===== config.mk =====
export PLATFORM = sky130hd
export DESIGN_NAME = frame_loader_flat
export DESIGN_NICKNAME = d
export VERILOG_FILES = /design/src/rtl/me_pkg.sv /design/src/rtl/frame_loader_if.sv /design/src/rtl/frame_loader.sv /design/src/flat_wrapper.sv
export SDC_FILE = /design/constraint.sdc
export NUM_CORES = 1
export LEC_CHECK = 0
export ABC_AREA = 1
export BUFFER_PORTS_ARGS = -buffer_cell sky130_fd_sc_hd__clkbuf_2
export CAP_MARGIN = 20
export CELL_PAD_IN_SITES_DETAIL_PLACEMENT = 0
export CELL_PAD_IN_SITES_GLOBAL_PLACEMENT = 1
export CORE_MARGIN = 5
export CORE_UTILIZATION = 40
export DETAILED_ROUTE_END_ITERATION = 6
export PLACE_DENSITY = 0.83
export SKIP_CTS_REPAIR_TIMING = 1
export SLEW_MARGIN = 20
export SYNTH_ARGS = -nofsm -noshare
export SYNTH_HDL_FRONTEND = slang
export SYNTH_SLANG_ARGS = --single-unit

===== constraint.sdc =====
create_clock -name clock -period 3 [get_ports clock]
set_input_delay 0.6 -clock clock [delete_from_list [all_inputs] [get_ports clock]]
set_output_delay 0.6 -clock clock [all_outputs]
set_load 0.005 [all_outputs]

===== src/rtl/me_pkg.sv =====
// Shared motion-estimation package: loader FSM states and frame geometry.
// Reused by the frame loader, control unit and result-capture stages.
package me_pkg;

   localparam int DW      = 8;
   localparam int R_DEPTH = 256;
   localparam int S_DEPTH = 1024;
   localparam int S_ROW   = 32;
   localparam int BLK     = 16;

   typedef enum logic [2:0] {
      IDLE,
      LOAD_R,
      LOAD_S,
      FLUSH,
      RUN,
      DONE
   } loader_state_t;

endpackage


===== src/rtl/frame_loader_if.sv =====
// Frame loader bus: pixel stream, R/S memory write ports, start/completed.
// FRAME_LOADER_CHECKSUM_EN adds the 16-bit frame checksum signal.
interface frame_loader_if;
   import me_pkg::*;

   logic          load_go;
   logic          pix_valid;
   logic [DW-1:0] pix_data;
   logic          pix_ready;
   logic          r_we;
   logic [7:0]    r_addr;
   logic [DW-1:0] r_wdata;
   logic          s_we;
   logic [9:0]    s_addr;
   logic [DW-1:0] s_wdata;
   logic          start;
   logic          completed;
   logic          busy;
   logic          frame_done;
`ifdef FRAME_LOADER_CHECKSUM_EN
   logic [15:0]   checksum;

   modport slave (
      input  load_go, pix_valid, pix_data, completed,
      output pix_ready, r_we, r_addr, r_wdata,
      output s_we, s_addr, s_wdata,
      output start, busy, frame_done, checksum
   );

   modport master (
      output load_go, pix_valid, pix_data, completed,
      input  pix_ready, r_we, r_addr, r_wdata,
      input  s_we, s_addr, s_wdata,
      input  start, busy, frame_done, checksum
   );
`else
   modport slave (
      input  load_go, pix_valid, pix_data, completed,
      output pix_ready, r_we, r_addr, r_wdata,
      output s_we, s_addr, s_wdata,
      output start, busy, frame_done
   );

   modport master (
      output load_go, pix_valid, pix_data, completed,
      input  pix_ready, r_we, r_addr, r_wdata,
      input  s_we, s_addr, s_wdata,
      input  start, busy, frame_done
   );
`endif

endinterface


===== src/rtl/frame_loader.sv =====
// Frame loader: streams 256 R bytes then 1024 S bytes, then runs the search.
// FRAME_LOADER_CHECKSUM_EN adds a mod-2^16 sum of all accepted bytes.
module frame_loader
   import me_pkg::*;
(
   input  logic           clock,
   input  logic           reset,
   frame_loader_if.slave  bus
);

   loader_state_t state_q, state_d;
   logic [9:0]    idx_q, idx_d;
   logic          r_we_q, r_we_d;
   logic          s_we_q, s_we_d;
   logic [9:0]    addr_q, addr_d;
   logic [DW-1:0] wdata_q, wdata_d;
   logic          ld;
   logic          accept;
   logic          last_r;
   logic          last_s;

   assign ld     = (state_q == LOAD_R) || (state_q == LOAD_S);
   assign accept = bus.pix_valid & ld;
   assign last_r = idx_q == 10'(R_DEPTH - 1);
   assign last_s = idx_q == 10'(S_DEPTH - 1);

   // Next state and index counter; index wraps to 0 on the R->S switch.
   always_comb begin
      state_d = state_q;
      idx_d   = idx_q;
      unique case (state_q)
         IDLE: begin
            if (bus.load_go) begin
               state_d = LOAD_R;
               idx_d   = '0;
            end
         end
         LOAD_R: begin
            if (accept) begin
               idx_d = last_r ? 10'd0 : idx_q + 10'd1;
               if (last_r) state_d = LOAD_S;
            end
         end
         LOAD_S: begin
            if (accept) begin
               idx_d = idx_q + 10'd1;
               if (last_s) state_d = FLUSH;
            end
         end
         FLUSH: state_d = RUN;
         RUN: begin
            if (bus.completed) state_d = DONE;
         end
         DONE: state_d = IDLE;
         default: state_d = IDLE;
      endcase
   end

   // Registered write port: one strobe per accepted byte, one cycle later.
   always_comb begin
      r_we_d  = accept & (state_q == LOAD_R);
      s_we_d  = accept & (state_q == LOAD_S);
      addr_d  = accept ? idx_q : addr_q;
      wdata_d = accept ? bus.pix_data : wdata_q;
   end

   // State, counter and write-port registers.
   always_ff @(posedge clock or negedge reset) begin
      if (!reset) begin
         state_q <= IDLE;
         idx_q   <= '0;
         r_we_q  <= 1'b0;
         s_we_q  <= 1'b0;
         addr_q  <= '0;
         wdata_q <= '0;
      end else begin
         state_q <= state_d;
         idx_q   <= idx_d;
         r_we_q  <= r_we_d;
         s_we_q  <= s_we_d;
         addr_q  <= addr_d;
         wdata_q <= wdata_d;
      end
   end

   assign bus.pix_ready  = ld;
   assign bus.r_we       = r_we_q;
   assign bus.r_addr     = addr_q[7:0];
   assign bus.r_wdata    = wdata_q;
   assign bus.s_we       = s_we_q;
   assign bus.s_addr     = addr_q;
   assign bus.s_wdata    = wdata_q;
   assign bus.start      = state_q == RUN;
   assign bus.busy       = state_q != IDLE;
   assign bus.frame_done = state_q == DONE;

`ifdef FRAME_LOADER_CHECKSUM_EN
   logic [15:0] csum_q, csum_d;

   // Running sum, cleared on frame start; frozen once loading ends.
   always_comb begin
      csum_d = csum_q;
      if ((state_q == IDLE) && bus.load_go) csum_d = '0;
      else if (accept) csum_d = csum_q + 16'(bus.pix_data);
   end

   // Checksum register.
   always_ff @(posedge clock or negedge reset) begin
      if (!reset) csum_q <= '0;
      else        csum_q <= csum_d;
   end

   assign bus.checksum = csum_q;
`endif

endmodule

===== src/flat_wrapper.sv =====
// flat-port wrapper written by rule: the top's interface ports become plain ports
module frame_loader_flat import me_pkg::*;
  (clock, reset, bus_load_go, bus_pix_valid, bus_pix_data, bus_completed, bus_pix_ready, bus_r_we, bus_r_addr, bus_r_wdata, bus_s_we, bus_s_addr, bus_s_wdata, bus_start, bus_busy, bus_frame_done);
  frame_loader_if bus_i ();
  input  logic clock;
  input  logic reset;
  input wire logic [$bits(bus_i.load_go)-1:0] bus_load_go;
  input wire logic [$bits(bus_i.pix_valid)-1:0] bus_pix_valid;
  input wire logic [$bits(bus_i.pix_data)-1:0] bus_pix_data;
  input wire logic [$bits(bus_i.completed)-1:0] bus_completed;
  output wire logic [$bits(bus_i.pix_ready)-1:0] bus_pix_ready;
  output wire logic [$bits(bus_i.r_we)-1:0] bus_r_we;
  output wire logic [$bits(bus_i.r_addr)-1:0] bus_r_addr;
  output wire logic [$bits(bus_i.r_wdata)-1:0] bus_r_wdata;
  output wire logic [$bits(bus_i.s_we)-1:0] bus_s_we;
  output wire logic [$bits(bus_i.s_addr)-1:0] bus_s_addr;
  output wire logic [$bits(bus_i.s_wdata)-1:0] bus_s_wdata;
  output wire logic [$bits(bus_i.start)-1:0] bus_start;
  output wire logic [$bits(bus_i.busy)-1:0] bus_busy;
  output wire logic [$bits(bus_i.frame_done)-1:0] bus_frame_done;
  assign bus_i.load_go = bus_load_go;
  assign bus_i.pix_valid = bus_pix_valid;
  assign bus_i.pix_data = bus_pix_data;
  assign bus_i.completed = bus_completed;
  assign bus_pix_ready = bus_i.pix_ready;
  assign bus_r_we = bus_i.r_we;
  assign bus_r_addr = bus_i.r_addr;
  assign bus_r_wdata = bus_i.r_wdata;
  assign bus_s_we = bus_i.s_we;
  assign bus_s_addr = bus_i.s_addr;
  assign bus_s_wdata = bus_i.s_wdata;
  assign bus_start = bus_i.start;
  assign bus_busy = bus_i.busy;
  assign bus_frame_done = bus_i.frame_done;
  frame_loader u_core (.clock(clock), .reset(reset), .bus(bus_i));
endmodule

# Yosys cells after proc, flatten, opt, wreduce, memory -nomap -nowiden
# Index checks and enable logic that the tools add are counted.
# classes
n_addsub,1
n_eq_ne,13
mux,12
n_bitwise,3
n_reduce_logical,6
# op_table
operator,count
$mux 10,4
$pmux 10 s3,1
$mux 3,6
$pmux 3 s5,1
$add 10x1->10 const B,1
$eq 10x10->1 const B,1
$eq 10x8->1 const B,1
$ne 2x1->1 const B,4
$eq 3x2->1 const B,2
$eq 3x3->1 const B,2
$reduce_and 6->1,1
$reduce_bool 3->1,2
$ne 2x2->1 const B,2
$reduce_and 4->1,1
$and 1x1->1,3
$eq 3x1->1 const B,1
$logic_not 3->1,1
$logic_or 1x1->1,1
# word_totals
reg_bits,33
output_inout_bits,40

# Longest topological paths before layout
# Gate-level depths: netlist (run 1).
# depth
word_depth,5
depth_mapped,10
ltp_nobuf,8

# Worst setup path before layout (run 1)
# Ideal clock, no wire load.
# synth_path
kind,flip-flop to flip-flop
from,register u_core.state_q[1]
to,register u_core.wdata_q[4] (netlist: u_core.bus.r_wdata[4])
arrival_ns,1.320
t_required_ns,2.875
slack_ns,1.555
path_stages_with_launch,8
synth_period_minus_slack_ns,1.445
cell_sequence,dfrtp_1 -> buf_6 -> nor2_2 -> nand2_2 -> nand2_4 -> nand2_4 -> buf_6 -> mux2_4
# synth_via
elab_chain_len,3
# synth_rtl
element,line,rtl
from (decl),frame_loader.sv:11,"loader_state_t state_q, state_d;"
from (signal assigned),frame_loader.sv:77,state_q <= state_d;
$eq 3x1->1 / $eq 3x2->1 (equally long branches),frame_loader.sv:22,assign ld = (state_q == LOAD_R) || (state_q == LOAD_S);
$logic_or 1x1->1 *,frame_loader.sv:22,
named net bus_pix_ready,flat_wrapper.sv:11,output wire logic [$bits(bus_i.pix_ready)-1:0] bus_pix_ready;
$and 1x1->1 *,frame_loader.sv:23,assign accept = bus.pix_valid & ld;
to (signal assigned),frame_loader.sv:82,wdata_q <= wdata_d;
to (decl),frame_loader.sv:16,"logic [DW-1:0] wdata_q, wdata_d;"
# The timed path passes the listed nets; every way through them passes the cells marked *.
# A chain may end at the register's enable or synchronous reset.

# Worst setup path in the final report (run 1)
# layout_path
from,register u_core.state_q[0]
to,output port bus_pix_ready
# layout_via
elab_chain_len,2
# layout_rtl
element,line
$eq 3x1->1 / $eq 3x2->1 (equally long branches),frame_loader.sv:22
$logic_or 1x1->1 *,frame_loader.sv:22
to (decl),flat_wrapper.sv:11
# Mark *: on every way between the ends. The rest lies on a longest branch, timed or not.

==> results_dict.tcl, run 1 <==
set metrics [dict create \
    crit_buf_inv 1 \
    hold_class "input port to asynchronous set/reset pin" \
    worstMarginPinSlew_ns 0.801 \
    viasPerCell 4.75 \
    slowest_stage "dfrtp_1" \
    cpLargestDelayFamily "simple AND/OR/NAND/NOR gates" \
    syn_inst 194 \
    pwr_density_cell_nw_per_um2 849 \
    drive_gt1_frac 0.303 \
    cts_made_buffers 5 \
    synth-seq-cells 33 \
    place.gp.congestion 0.811 \
    first_iter_violations 31 \
    drcViolationCount 0 \
    htree_levels 2 \
    ant_nets 0 \
    drv_slew 0 \
    antenna_found_initial 0 \
    synth_cell_types 24 \
    synthesis.area_um2 1710 \
    firstDrtPassIters 4 \
    numPortBuffers 52 \
    grt_overflow_total 0 \
    cts_buffer_depth 2 \
    cp_max_fo 7 \
    cts_tree "done" \
    clock-root-buffer "clkbuf_8" \
    syn_nets 208 \
    synthToLayoutAreaGrowth_pct 15.0 \
    rows 23 \
    dieHeight_um 75.3 \
    vias 1349 \
    avgSynthCellArea_um2 8.79 \
    worstPathArrival_ns 1.33 \
    nets 247 \
    status "completed" \
    crit_chain "nor2_2 -> nand2_2 -> nand2_4 -> clkbuf_2" \
    routedWlPerCell_um 11.7 \
    grt_pass1_vias 1207 \
    whs_ns 0.401 \
    core-area_um2 4060 \
    power.leakage_nw 1.08 \
    crit_path_max_incr_delay_ns 0.46 \
    cap_violations 0 \
    maxSlewHeadroom 0.466 \
    hpwl_um 2530 \
    setup_viol 0 \
    ys_warn_count 0 \
    fin_skew_ns 0.00250 \
    die-area_um2 5670 \
    path_clk_slew_ns 0.06 \
    critPathLaunchType "flop" \
    final_cells 284 \
    grt_pass1_wl_um 5510 \
    fin_crit_sh 0.644 \
    hold_viol_final 0 \
    num_antenna_cells 0 \
    critPathKind "flop to primary output" \
    rsz0062_at_grt "no" \
    cts_sinks 33 \
    ys_seq_area_frac 0.484 \
    cp-end-kind "primary output" \
    vdd_drop_max_uv 251 \
    dp.cells 276 \
    pin_count 53 \
    die_x_um 75.3 \
    grt_use_total 0.129 \
    drt_wl_total_um 3310 \
    grt_max_degree 34 \
    initial_core_util 0.420 \
    required_ns 2.40 \
    min_period_ns 1.93 \
    setup_tns_ns 0 \
    fmax_mhz 518 \
    clkLatencyLatePin_ns 0.28 \
]
==> routing by layer <==
metal | GRT usage | part of all wire | wire [µm]
met5 | 0 | 0 | 0
met4 | 0.0524 | 0.012 | 40
met3 | 0.0369 | 0.095 | 314
met2 | 0.204 | 0.44 | 1470
met1 | 0.166 | 0.45 | 1490
==> logic make-up (layout without fill, tap and decap cells) <==
kind of cell | after synthesis | count (layout) | share of synthesized area
XOR/XNOR | 3 | 3 | 0.0154
AND/OR/NAND/NOR | 83 | 83 | 0.216
multiplexers | 10 | 10 | 0.0726
flip-flops | 33 | 33 | 0.484
adder cells (fa/ha/maj) | 1 | 1 | 0.00734
AO/OA/AOI/OAI | 21 | 21 | 0.0631
buffers and inverters | 43 | 83 | 0.141
==> flip-flops by register name (all words and copies together) (netlist names) <==
signal,count
u_core.bus.r_wdata,8
u_core.bus.r_we,1
u_core.bus.s_addr,10
u_core.bus.s_we,1
u_core.idx_q,10
u_core.state_q,3
==> power breakdown <==
part	switching [mW]	total [mW]	internal [mW]
Clock	0.147	0.308	0.160
Sequential	0.0922	0.646	0.554
Combinational	0.406	0.710	0.304
==> per-stage QoR <==
step	setup slack, ns	util	total power, mW	instance area (µm²)
CTS	1.06	0.483	1.70	1960
finish	1.07	0.483	1.66	1960
global route	0.982	0.483	1.82	1960
global placement	1.32	0.463	1.38	1880
floorplan	1.56	-	1.22	1710
detailed placement	1.32	0.463	1.38	1880
==> Yosys cell counts <==
master / count / area, µm²
inv_1: 21 / 78.8
xor2_1: 3 / 26.3
ha_1: 1 / 12.5
buf_4: 16 / 120
nand3_1: 16 / 80.1
nor3_1: 3 / 15.0
nand2_1: 40 / 150
mux2_1: 6 / 67.6
buf_2: 3 / 15.0
nor2_2: 2 / 12.5
nor2_1: 15 / 56.3
dfrtp_1: 33 / 826
nand2_4: 2 / 22.5
nand2_2: 2 / 12.5
inv_2: 1 / 3.75
o211ai_1: 1 / 7.51
mux2_2: 1 / 11.3
o21ai_1: 9 / 45.0
a21oi_1: 5 / 25.0
nand4_1: 2 / 12.5
o21ai_0: 6 / 30.0
buf_6: 2 / 22.5
mux2_4: 3 / 45.0
nand3b_1: 1 / 7.51
==> worst register-to-register path, delay by kind of cell (launching register included) <==
kind | cells | cell delay (ns)
flops | 1 | 0.37
buf+inv | 1 | 0.10
simple gates | 6 | 0.87
fa+ha+maj | 1 | 0.20
==> layout by cell type (no fill, tap or decap), drive strengths merged <==
cell and n:
nand4 2, mux2 10, ha 1, o21ai 15, o211ai 1, clkinv 2
inv 22, buf 1, a21oi 5, nand3b 1, nand2 44, clkbuf 58
nor3 3, dfrtp 33, xor2 3, nor2 17, nand3 16
==> path summary, 6_finish.rpt <==
| kind | cells past startpoint | from | slack, ns | end |
|---|---|---|---|---|
| worst min register to register | 2 | u_core.bus.s_addr[9] | 0.50 | u_core.bus.s_addr[9] |
| worst max-delay path | 4 | u_core.state_q[0] | 1.07 | bus_pix_ready |
| worst max register to register | 8 | u_core.idx_q[0] | 1.36 | u_core.idx_q[7] |
| max in group asynchronous | 1 | reset | 2.10 | u_core.idx_q[4] |
| min in group clock | 2 | u_core.bus.s_addr[9] | 0.50 | u_core.bus.s_addr[9] |
| worst min-delay path | 1 | reset | 0.40 | u_core.bus.r_wdata[4] |
==> cell type report <==
cell class / instances / area [µm²]
Clock inverter: 2 / 10.0
Clock buffer: 6 / 72.6
Sequential cell: 33 / 826
Fill cell: 424 / 2100
Tap cell: 50 / 62.6
Timing Repair Buffer: 53 / 268
Inverter: 22 / 82.6
Multi-Input combinational cell: 118 / 639
Power figures use the tool's default switching activity.
==> inputs of run 2 (changes only) <==
--- a/config.mk
+++ b/config.mk
@@ -11,9 +11,9 @@
 export CELL_PAD_IN_SITES_DETAIL_PLACEMENT = 0
 export CELL_PAD_IN_SITES_GLOBAL_PLACEMENT = 1
 export CORE_MARGIN = 5
-export CORE_UTILIZATION = 40
+export CORE_UTILIZATION = 33
 export DETAILED_ROUTE_END_ITERATION = 6
-export PLACE_DENSITY = 0.83
+export PLACE_DENSITY = 0.73
 export SKIP_CTS_REPAIR_TIMING = 1
 export SLEW_MARGIN = 20
 export SYNTH_ARGS = -nofsm -noshare
==> constraint.sdc (replaced) <==
create_clock -name clock -period 1.6 [get_ports clock]
set_input_delay 0.32 -clock clock [delete_from_list [all_inputs] [get_ports clock]]
set_output_delay 0.32 -clock clock [all_outputs]
set_load 0.005 [all_outputs]
==> run 2 against run 1 <==
Core utilization decreased by 7.1 points. Combinational power is 110% higher. Power up 100%. Non-clock buffer count up 11. Wire length increased by 8.2%. Flip-flop and latch count is the same. Cell count up 11%. Via count grew 3.0%. Die area grew 18%. Clock power rose by 100%. Largest cell class unchanged. Highest routed layer unchanged.
==> results_dict.tcl, run 2 (same netlist as run 1, synthesis figures left out) <==
set metrics [dict create \
    initial_core_util 0.336 \
    place_area_um2 1980 \
    r2r_slack_ns 0.15 \
    crit_chain "nor2_4 -> nand2_2 -> nand2_4 -> clkbuf_2" \
    rows 26 \
    cts_buffer_depth 2 \
    numPortBuffers 52 \
    grt_max_degree 34 \
    dieHeight_um 81.9 \
    final_cell_area_um2 2090 \
    vdd_drop_max_uv 472 \
    required_ns 1.28 \
    wl_met3_um 251 \
    setup_tns_ns 0 \
    grt_pass1_wl_um 5880 \
    p_int_mw 2.06 \
    viasPerCell 4.42 \
    worstPathArrival_ns 1.23 \
    vias 1389 \
    cts_made_buffers 5 \
    cts_sinks 33 \
    num_antenna_cells 0 \
    drive_gt1_frac 0.352 \
    hpwl_um 2680 \
    path_clk_slew_ns 0.06 \
    maxSlewHeadroom 0.722 \
    final_cell_mix "52 x clkbuf_2, 39 x nand2_1, 30 x dfrtp_1" \
    power.leakage_nw 1.14 \
    grt_overflow_total 0 \
    hold_viol_final 0 \
    place.gp.congestion 0.809 \
    seqPwrFrac 0.372 \
    p_switching_mw 1.28 \
    core-area_um2 5070 \
    first_iter_violations 67 \
    cp_max_fo 8 \
    switching_share 0.383 \
    die_x_um 81.9 \
    rsz0062_at_grt "yes" \
    grt_use_total 0.116 \
    cts_tree "done" \
    firstDrtPassIters 4 \
    grt_pass1_vias 1307 \
    drt_wl_total_um 3580 \
    drcViolationCount 0 \
    htree_levels 2 \
    worstMarginPinSlew_ns 0.417 \
    clkLatencyLatePin_ns 0.28 \
    ant_nets 0 \
    cap_violations 0 \
    layout_commonest_cell "clkbuf_2" \
    setup_viol 0 \
    fmax_mhz 647 \
    pwr_density_cell_nw_per_um2 1600 \
    routedWlPerCell_um 11.4 \
    hold_class "input port to asynchronous set/reset pin" \
    status "completed" \
    crit_buf_inv 1 \
    cpLargestDelayFamily "flip-flops" \
    dr_wl_met2_um 1720 \
    final_cells 314 \
    fin_crit_sh 0.966 \
    clkPwrFrac 0.185 \
    drv_slew 0 \
    pin_count 53 \
    critPathLaunchType "flop" \
    critPathKind "flop to primary output" \
    comb_power_share 0.443 \
    nets 258 \
    die-area_um2 6710 \
    crit_path_max_incr_delay_ns 0.48 \
    antenna_found_initial 0 \
    whs_ns 0.0494 \
    dp.cells 306 \
    met1Wirelength_um 1560 \
    min_period_ns 1.55 \
    cp-end-kind "primary output" \
    top_layer_used "met4" \
    clock-root-buffer "clkbuf_8" \
    final_util 0.412 \
    fin_skew_ns 0.00495 \
    slowest_stage "dfrtp_2" \
    synthToLayoutAreaGrowth_pct 22.6 \
]
## run 2: changes by cell type in the layout (fill, tap and decap cells not counted), sizes merged
cell	change
buf	+11
clkbuf	+1
clkinv	-2
## run 2: metal layers
layer | global-route usage | vias up
met2 | 0.195 | 40
met1 | 0.138 | 641
met4 | 0.0432 | 0
met3 | 0.0362 | 5
li1 | - | 703
met5 | 0 | -
## run 2: final timing paths
kind	cells past startpoint	endpoint	startpoint
max	4	bus_pix_ready	u_core.state_q[1]
min	2	u_core.bus.s_addr[7]	reset
max reg2reg	7	u_core.bus.s_addr[8]	u_core.state_q[1]
min reg2reg	2	u_core.bus.s_addr[9]	u_core.bus.s_addr[9]
max in group asynchronous	2	u_core.state_q[1]	reset
min in group clock	2	u_core.bus.r_wdata[2]	bus_pix_data[2]
## run 2: layout make-up
type                            instances  area (µm²)
Fill cell                             544        2980
Tap cell                               70        87.6
Timing Repair Buffer                   64         350
Sequential cell                        33         830
Clock buffer                            7        86.3
Multi-Input combinational cell        118         654
Inverter                               22        82.6
## run 2: through the flow
stage                     power [mW]  worst slack [ns]
final                           3.34            0.0543
after global routing            3.64           -0.0145
after CTS                       3.32           -0.0417
after detailed placement        2.68            0.0654
after global placement          2.67            0.0586
after floorplan                 2.29             0.155
## run 2: power by group through the flow
stage	Clock, mW	Combinational, mW	Sequential (mW)
floorplan	0	1.08	1.21
global placement	0	1.45	1.22
detailed placement	0	1.45	1.23
CTS	0.646	1.46	1.22
global route	0.698	1.67	1.27
finish	0.619	1.48	1.24
==> inputs of run 3 (changes only) <==
==> constraint.sdc (replaced) <==
create_clock -name clock -period 1.4 [get_ports clock]
set_input_delay 0.28 -clock clock [delete_from_list [all_inputs] [get_ports clock]]
set_output_delay 0.28 -clock clock [all_outputs]
set_load 0.005 [all_outputs]
==> run 3 against run 2 <==
The flow now finishes with violations (negative setup slack). Critical path depth increased by 1. First-iteration DRC count shrank 18%. Register-to-register slack got worse by 0.28 ns. Clock skew rose by 0.0011 ns. Clock power increased by 51%. Cell count rose by 8.0%. Design area increased by 18%. Sequential share of layout area down 6.0 points.
==> results_dict.tcl, run 3 (same netlist as run 1, synthesis figures left out) <==
set metrics [dict create \
    status "finished with violations" \
    violations "negative setup slack" \
    initial_core_util 0.336 \
    worstPathArrival_ns 1.28 \
    viasPerCell 4.43 \
    met2_usage 0.198 \
    final_cell_mix "50 x clkbuf_2, 33 x nand2_1, 30 x dfrtp_1" \
    fin_crit_sh 1.11 \
    antenna_found_initial 0 \
    place.gp.congestion 0.782 \
    htree_levels 2 \
    cts_sinks 33 \
    drt_wl_total_um 4090 \
    fin_skew_ns 0.00607 \
    grt_max_degree 34 \
    grt_pass1_vias 1368 \
    rows 26 \
    vias 1501 \
    r2r_end "u_core.bus.r_wdata[3]" \
    nets 282 \
    critPathKind "flop to primary output" \
    hold_viol_final 0 \
    maxSlewHeadroom 0.722 \
    ff2ff_path_depth 6 \
    numPortBuffers 52 \
    r2r_slack_ns -0.13 \
    rsz0062_at_grt "yes" \
    layout_commonest_cell "clkbuf_2" \
    grt_overflow_total 0 \
    drv_slew 0 \
    slowest_stage "dfrtp_2" \
    grt_use_total 0.116 \
    num_antenna_cells 0 \
    setup_viol 30 \
    die_x_um 81.9 \
    cts_tree "done" \
    firstDrtPassIters 4 \
    min_period_ns 1.56 \
    cts_buffer_depth 2 \
    setup_tns_ns -2.05 \
    ant_nets 0 \
    fmax_mhz 642 \
    clock-root-buffer "clkbuf_8" \
    drcViolationCount 0 \
    core-area_um2 5070 \
    pin_count 53 \
    drive_gt1_frac 0.491 \
    crit_chain "nor2_4 -> nand2_4 -> nand2_4 -> buf_6 -> buf_6" \
    required_ns 1.12 \
    path_clk_slew_ns 0.07 \
    cp-end-kind "primary output" \
    grt_pass1_wl_um 6010 \
    vdd_drop_max_uv 702 \
    gr-usage-met1 0.135 \
    first_iter_violations 55 \
    pwr_density_cell_nw_per_um2 1980 \
    power.leakage_nw 1.30 \
    synthToLayoutAreaGrowth_pct 44.5 \
    clkLatencyLatePin_ns 0.29 \
    critPathLaunchType "flop" \
    setup_ws_ns -0.157 \
    globalRouteMet3Util 0.0417 \
    cap_violations 0 \
    final_util 0.486 \
    regToRegStartpoint "u_core.state_q[0]" \
    worstMarginPinSlew_ns 0.417 \
    hold_class "input port to asynchronous set/reset pin" \
    hpwl_um 2780 \
    crit_path_max_incr_delay_ns 0.49 \
    routedWlPerCell_um 12.1 \
    globalRoute.busiestLayer "met2" \
    dieHeight_um 81.9 \
    cp_max_fo 6 \
    cts_made_buffers 5 \
    die-area_um2 6710 \
]
[run 3: worst max-delay path by stage]
stage                            from                     to  slack [ns]
global placement    u_core.state_q[1]        u_core.idx_q[5]       -0.06
CTS                 u_core.state_q[2]          bus_pix_ready       -0.23
global route        u_core.state_q[0]          bus_pix_ready       -0.21
floorplan           u_core.state_q[2]  u_core.bus.r_wdata[4]       -0.03
finish              u_core.state_q[0]          bus_pix_ready       -0.16
detailed placement  u_core.state_q[1]        u_core.idx_q[5]       -0.07
[run 3: worst max-delay path, delay by kind of cell, from the launching register on]
kind	cells	cell delay (ns)
flip-flops	1	0.49
AND/OR/NAND/NOR	3	0.32
buffers and inverters	2	0.17
[run 3: where the power goes]
part / internal [mW] / switching (mW) / leakage [nW]
clock network: 0.580 / 0.356 / 0.0585
registers: 1.19 / 0.236 / 0.432
logic: 1.28 / 1.23 / 0.806
total: 3.06 / 1.82 / 1.30
[run 3: metrics by stage]
stage	total power, mW	cell area, µm²	worst slack [ns]	hold slack [ns]	instances
3_3_place_gp	3.30	2100	-0.0617	0.336	321
4_1_cts	4.27	2210	-0.228	0.0347	329
2_1_floorplan	2.63	1710	-0.0307	-0.0156	194
3_5_place_dp	3.32	2100	-0.0667	0.338	321
6_report	4.88	2460	-0.157	0.0160	339
5_1_grt	5.25	2460	-0.205	0.0423	339
[run 3: final cells by class]
cell class	instances	area [µm²]
multi-input cells	119	791
clock buffers	7	86.3
repair buffers	87	556
clock inverters	1	30.0
well taps	70	87.6
inverters	22	85.1
fillers	492	2610
flip-flops and latches	33	830
[run 3: layer usage]
layer	vias to the layer above	share of wire
met1	708	0.42
met3	5	0.064
met2	37	0.51
met5	-	0
li1	751	-
met4	0	0.011
